[config.mk]
export PLATFORM = sky130hd
export DESIGN_NAME = tree_sum_accumulator_flat
export DESIGN_NICKNAME = d
export VERILOG_FILES = /design/src/rtl/tree_sum_accumulator_if.sv /design/src/rtl/tree_sum_accumulator.sv /design/src/flat_wrapper.sv
export SDC_FILE = /design/constraint.sdc
export NUM_CORES = 1
export LEC_CHECK = 0
export BUFFER_PORTS_ARGS = -buffer_cell sky130_fd_sc_hd__buf_2
export CORE_ASPECT_RATIO = 2
export CORE_MARGIN = 4
export CORE_UTILIZATION = 40
export DETAILED_ROUTE_END_ITERATION = 8
export PLACE_DENSITY = 0.63
export SLEW_MARGIN = 30
export SYNTH_ARGS = -nofsm -noshare
export SYNTH_HDL_FRONTEND = slang
export SYNTH_SLANG_ARGS = --single-unit
[constraint.sdc]
create_clock -name clk -period 5.8 [get_ports clk]
set_clock_uncertainty 0.2 [all_clocks]
set_input_delay 1.16 -clock clk [delete_from_list [all_inputs] [get_ports clk]]
set_output_delay 1.16 -clock clk [all_outputs]
set_load 0.01 [all_outputs]
[src/rtl/tree_sum_accumulator_if.sv]
// tree_sum_accumulator_if: handshake bundle for the tree-sum accumulator.
//   in_valid/in_ready/in_data/in_last    : beat input (one tree sum per accept)
//   out_valid/out_ready/out_data/out_count : accumulated result with backpressure
// Modports: master = producer/consumer side (testbench), slave = accumulator side.
// IN_WIDTH and BEATS must match the parameters of the attached accumulator.
interface tree_sum_accumulator_if #(
    parameter int unsigned IN_WIDTH = 11,
    parameter int unsigned BEATS    = 4
);
    localparam int unsigned OUT_WIDTH = IN_WIDTH + $clog2(BEATS);
    localparam int unsigned CNT_WIDTH = $clog2(BEATS) + 1;

    logic                 in_valid;
    logic                 in_ready;
    logic [IN_WIDTH-1:0]  in_data;
    logic                 in_last;
    logic                 out_valid;
    logic                 out_ready;
    logic [OUT_WIDTH-1:0] out_data;
    logic [CNT_WIDTH-1:0] out_count;

    modport master (
        output in_valid, in_data, in_last, out_ready,
        input  in_ready, out_valid, out_data, out_count
    );

    modport slave (
        input  in_valid, in_data, in_last, out_ready,
        output in_ready, out_valid, out_data, out_count
    );
endinterface

[src/rtl/tree_sum_accumulator.sv]
// tree_sum_accumulator: sums up to BEATS incoming tree sums per group (fewer if a
// beat carries in_last) and presents the registered total with its beat count.
// Ports:
//   clk   : rising-edge clock
//   rst_n : asynchronous active-low reset
//   bus   : tree_sum_accumulator_if.slave (input beats, output results)
module tree_sum_accumulator #(
    parameter int unsigned IN_WIDTH = 11,
    parameter int unsigned BEATS    = 4
) (
    input logic                   clk,
    input logic                   rst_n,
    tree_sum_accumulator_if.slave bus
);
    localparam int unsigned OUT_WIDTH = IN_WIDTH + $clog2(BEATS);
    localparam int unsigned CNT_WIDTH = $clog2(BEATS) + 1;

    typedef enum logic [0:0] {StAccum, StHold} state_e;

    state_e               state_q;
    logic [OUT_WIDTH-1:0] acc_q;
    logic [CNT_WIDTH-1:0] cnt_q;
    logic [OUT_WIDTH-1:0] out_data_q;
    logic [CNT_WIDTH-1:0] out_count_q;

    logic                 accept;
    logic                 xfer;
    logic                 done;
    logic [OUT_WIDTH-1:0] sum;
    logic [CNT_WIDTH-1:0] cnt_next;

    // In HOLD the result is already latched, so a new beat may enter exactly
    // when the result leaves: this keeps group boundaries bubble-free.
    assign bus.in_ready  = (state_q == StAccum) | bus.out_ready;
    assign bus.out_valid = (state_q == StHold);
    assign bus.out_data  = out_data_q;
    assign bus.out_count = out_count_q;

    always_comb begin
        accept   = bus.in_valid & bus.in_ready;
        xfer     = (state_q == StHold) & bus.out_ready;
        // acc/cnt are cleared on completion, so in HOLD this starts a new group.
        sum      = ((cnt_q == '0) ? '0 : acc_q) + OUT_WIDTH'(bus.in_data);
        cnt_next = cnt_q + CNT_WIDTH'(1);
        done     = bus.in_last | (cnt_next == CNT_WIDTH'(BEATS));
    end

    always_ff @(posedge clk or negedge rst_n) begin
        if (!rst_n) begin
            state_q     <= StAccum;
            acc_q       <= '0;
            cnt_q       <= '0;
            out_data_q  <= '0;
            out_count_q <= '0;
        end else if (accept) begin
            // An accept while in HOLD implies a simultaneous transfer.
            if (done) begin
                out_data_q  <= sum;
                out_count_q <= cnt_next;
                acc_q       <= '0;
                cnt_q       <= '0;
                state_q     <= StHold;
            end else begin
                acc_q   <= sum;
                cnt_q   <= cnt_next;
                state_q <= StAccum;
            end
        end else if (xfer) begin
            state_q <= StAccum;
        end
    end
endmodule

[src/flat_wrapper.sv]
// flat-port wrapper written by rule: the top's interface ports become plain ports
module tree_sum_accumulator_flat 
#(
    parameter int unsigned IN_WIDTH = 11,
    parameter int unsigned BEATS    = 4
)
  (clk, rst_n, bus_in_valid, bus_in_data, bus_in_last, bus_out_ready, bus_in_ready, bus_out_valid, bus_out_data, bus_out_count);
  tree_sum_accumulator_if #(.IN_WIDTH(IN_WIDTH), .BEATS(BEATS)) bus_i ();
  input logic clk;
  input logic rst_n;
  input wire logic [$bits(bus_i.in_valid)-1:0] bus_in_valid;
  input wire logic [$bits(bus_i.in_data)-1:0] bus_in_data;
  input wire logic [$bits(bus_i.in_last)-1:0] bus_in_last;
  input wire logic [$bits(bus_i.out_ready)-1:0] bus_out_ready;
  output wire logic [$bits(bus_i.in_ready)-1:0] bus_in_ready;
  output wire logic [$bits(bus_i.out_valid)-1:0] bus_out_valid;
  output wire logic [$bits(bus_i.out_data)-1:0] bus_out_data;
  output wire logic [$bits(bus_i.out_count)-1:0] bus_out_count;
  assign bus_i.in_valid = bus_in_valid;
  assign bus_i.in_data = bus_in_data;
  assign bus_i.in_last = bus_in_last;
  assign bus_i.out_ready = bus_out_ready;
  assign bus_in_ready = bus_i.in_ready;
  assign bus_out_valid = bus_i.out_valid;
  assign bus_out_data = bus_i.out_data;
  assign bus_out_count = bus_i.out_count;
  tree_sum_accumulator #(.IN_WIDTH(IN_WIDTH), .BEATS(BEATS)) u_core (.clk(clk), .rst_n(rst_n), .bus(bus_i));
endmodule
==> reports/results.tsv <==
stage	metric	value	unit
route	drtIter0Drc	21	
logic_synthesis	synth_warnings	0	
hold_path	worstHoldPathType	reg2reg	
logic_synthesis	synth.distinct_cells	41	
worst_setup_path	worstSetupStartpoint	u_core.cnt_q[0]	
global_route	grt_pass1_vias	1515	
route	vias_per_cell	5.18	
cts	cts_buffer_depth	2	
cts	clkSinkCount	33	
die	rows	35	
logic_synthesis	syn_area_per_cell	9.59	um2
worst_setup_path	rrSetupSlack	2.51	ns
cts	cts_tree	done	
logic_synthesis	async_flop_share	100	%
route	routedWlPerCell	14.5	um
worst_setup_path	slowest_delay	0.44	ns
sta	worst_slew_pin_slew	0.769	ns
worst_setup_path	worstPathRequired	5.77	ns
worst_setup_path	worstPathCellList	inv_1, ha_1, nand2b_1, and2_1, ha_1, fa_1, a21oi_1, o22ai_2, nor2_1, o21bai_2, xor2_1, mux2_2	
die	die_x	57.0	um
route	post-route-drc-count	0	
worst_setup_path	start_kind	flip-flop	
power	ir_worst_vdd	0.000187	V
logic_synthesis	ys_top_cells_by_count	46 x nand2_1, 33 x dfrtp_1, 17 x o21ai_1	
cts	clk_pin_slew	0.07	ns
global_route	grt_max_degree	34	
die	chipHeight	106	um
worst_setup_path	rr_startpoint	u_core.cnt_q[0]	
cts	htreeDepth	2	
worst_setup_path	critPathArrivalTime	3.26	ns
cts	postCtsSetupBuffers	0	
worst_setup_path	endpoint_kind	flip-flop	
sta	relSlewSlack	48.6	%
finish	area_growth_syn_to_layout	15.1	%
logic_synthesis	ys_seq_area_share	43.1	%
worst_setup_path	worst-path-max-fanout	16	
die	dieArea	6030	um2
run	maxCapViolations	0	
hold_path	holdPathStages	2	
run_status	status	finished clean	
worst_setup_path	ff2ff_path_depth	12	
die	io_pins	34	
sta	hold_viol	0	
logic_synthesis	synth.most_common_cell	nand2_1	
sta	tns	0	ns
global_route	antenna_found_initial	0	
placement	gp_congestion	0.804	
finish	diodes	0	
die	start_util	41.3	%
logic_synthesis	yosys.area.top_type	dfrtp_1	
placement	dp_hpwl	3.18	mm
route	first_pass_iters	4	
global_route	grt_overflow	0	
worst_setup_path	slowest_stage	dfrtp_1	
cts	cts_resized	0	
finish	final_nets	265	
logic_synthesis	synthTopCellsByArea	dfrtp_1 43%, ha_1 9.1%, nand2_1 9.0%, o21ai_1 4.4%, and2_1 4.2%	
logic_synthesis	syn_area	1920	um2
die	core	4640	um2
route	vias	1503	
logic_synthesis	ys_seq_elements	33	
finish	drive_above_1_share	22.1	%
route	routed_wl	4.22	mm
worst_setup_path	r2r-end	u_core.bus.out_data[8]	
logic_synthesis	synth.top_cell.area_share	43.1	%
placement	port_buffers	33	
logic_synthesis	synthFlopType	dfrtp_1	
global_route	grt_first_pass_wirelength	7.08	mm
sta	min_period_over_period	56.6	%
sta	period_needed	3.29	ns
cts	cts_buffers	5	
power	p_leak	1.11	nW
sta	max_freq	304	MHz
route	ant_nets	0	
finish	multi_input_area	1060	um2
worst_setup_path	crit_top_cell	ha_1	
cts	clk_latency	0.29	ns
sta	rsz0062_at_grt	false	
global_route	grt_usage	15.4	%
finish	register_area	826	um2
worst_setup_path	crit_type	reg2reg	
logic_synthesis	synth_fp_nets	231	
logic_synthesis	syn_inst	200	
sta	setup_viol	0	
cts	cts_root_buf	clkbuf_8	
cts	cts_hold_buffers	0	
sta	final_max_slew_viol_count	0	
placement	place_ws	2.51	ns
sta	fin_ws	2.51	ns
logic_synthesis	synth_edf_count	0	
power	p_per_area	354	nW/um2
worst_setup_path	crit_path_end	u_core.bus.out_data[8]	
finish	num-fill-cells	496	
cells in the final DEF (no fill, tap or decap), drive strengths merged, types with 2 or more instances in the layout:
cell type	instances
and2	13
o22ai	2
ha	14
nand2b	2
a21oi	8
inv	3
a22o	3
o31ai	2
nand3	4
o21ai	20
a21o	4
mux2	3
buf	33
nand2	46
xor2	7
dfrtp	33
o211ai	2
nor2	9
clkbuf	8
nor3	2
xnor2	6
critical path: cells and delay by family (launching register included):
kind	cells	cell delay, ns
buffers and inverters	1	0.09
multiplexers	1	0.26
adder cells (fa/ha/maj)	3	0.75
flip-flops	1	0.44
AND/OR/NAND/NOR	3	0.80
AO/OA/AOI/OAI	3	0.45
XOR/XNOR	1	0.16
registers in the layout (all words and copies together) (netlist names):
signal                count
u_core.acc_q             13
u_core.bus.out_data      13
u_core.bus.out_count      3
u_core.cnt_q              3
u_core.bus.out_valid      1
through the flow:
step / utilization [%] / hold slack [ns] / cells / power [W] / instance area [um2]
floorplan: - / 0.240 / 200 / 0.000530 / 1920
global placement: 45.8 / 0.252 / 282 / 0.000617 / 2130
detailed placement: 45.8 / 0.257 / 282 / 0.000623 / 2130
CTS: 47.6 / 0.274 / 290 / 0.000797 / 2210
global route: 47.6 / 0.293 / 290 / 0.000842 / 2210
finish: 47.6 / 0.267 / 290 / 0.000782 / 2210
routing by layer:
metal / part of all wire (%) / track usage (%)
met1: 38 / 15.8
met2: 56 / 28.1
met3: 3.7 / 3.16
met4: 2.5 / 7.96
met5: 0 / 0
power by group:
part	total (W)	leakage (nW)	switching (W)	internal (W)
clock network	0.000168	0.0395	0.0000832	0.0000852
registers	0.000323	0.423	0.0000327	0.000291
logic	0.000290	0.650	0.000167	0.000123
how the worst min path moves through the flow:
| stage | slack, ns | from | end |
|---|---|---|---|
| floorplan | 0.24 | u_core.acc_q[2] | u_core.acc_q[2] |
| global placement | 0.25 | u_core.bus.out_data[1] | u_core.bus.out_data[1] |
| detailed placement | 0.26 | u_core.bus.out_data[0] | u_core.bus.out_data[0] |
| CTS | 0.27 | u_core.bus.out_data[0] | u_core.bus.out_data[0] |
| global route | 0.29 | u_core.bus.out_data[1] | u_core.bus.out_data[1] |
| finish | 0.27 | u_core.bus.out_data[0] | u_core.bus.out_data[0] |
area by class of cell:
type                    instances  area share (%)
multi-input cells             158            47.9
inverters                       3           0.510
repair buffers                 33            7.48
clock buffers                   8            3.63
flip-flops and latches         33            37.4
well taps                      55            3.12
cell families (layout without fill, tap and decap cells):
kind of cell | Yosys count | after routing | synth area share (%)
flops | 33 | 33 | 43.1
mux | 3 | 3 | 1.76
compound gates | 46 | 46 | 17.5
fa+ha+maj | 15 | 15 | 10.2
simple gates | 81 | 81 | 19.7
xor+xnor | 13 | 13 | 5.94
buf+inv | 9 | 44 | 1.83
(Power assumes the default switching activity.)
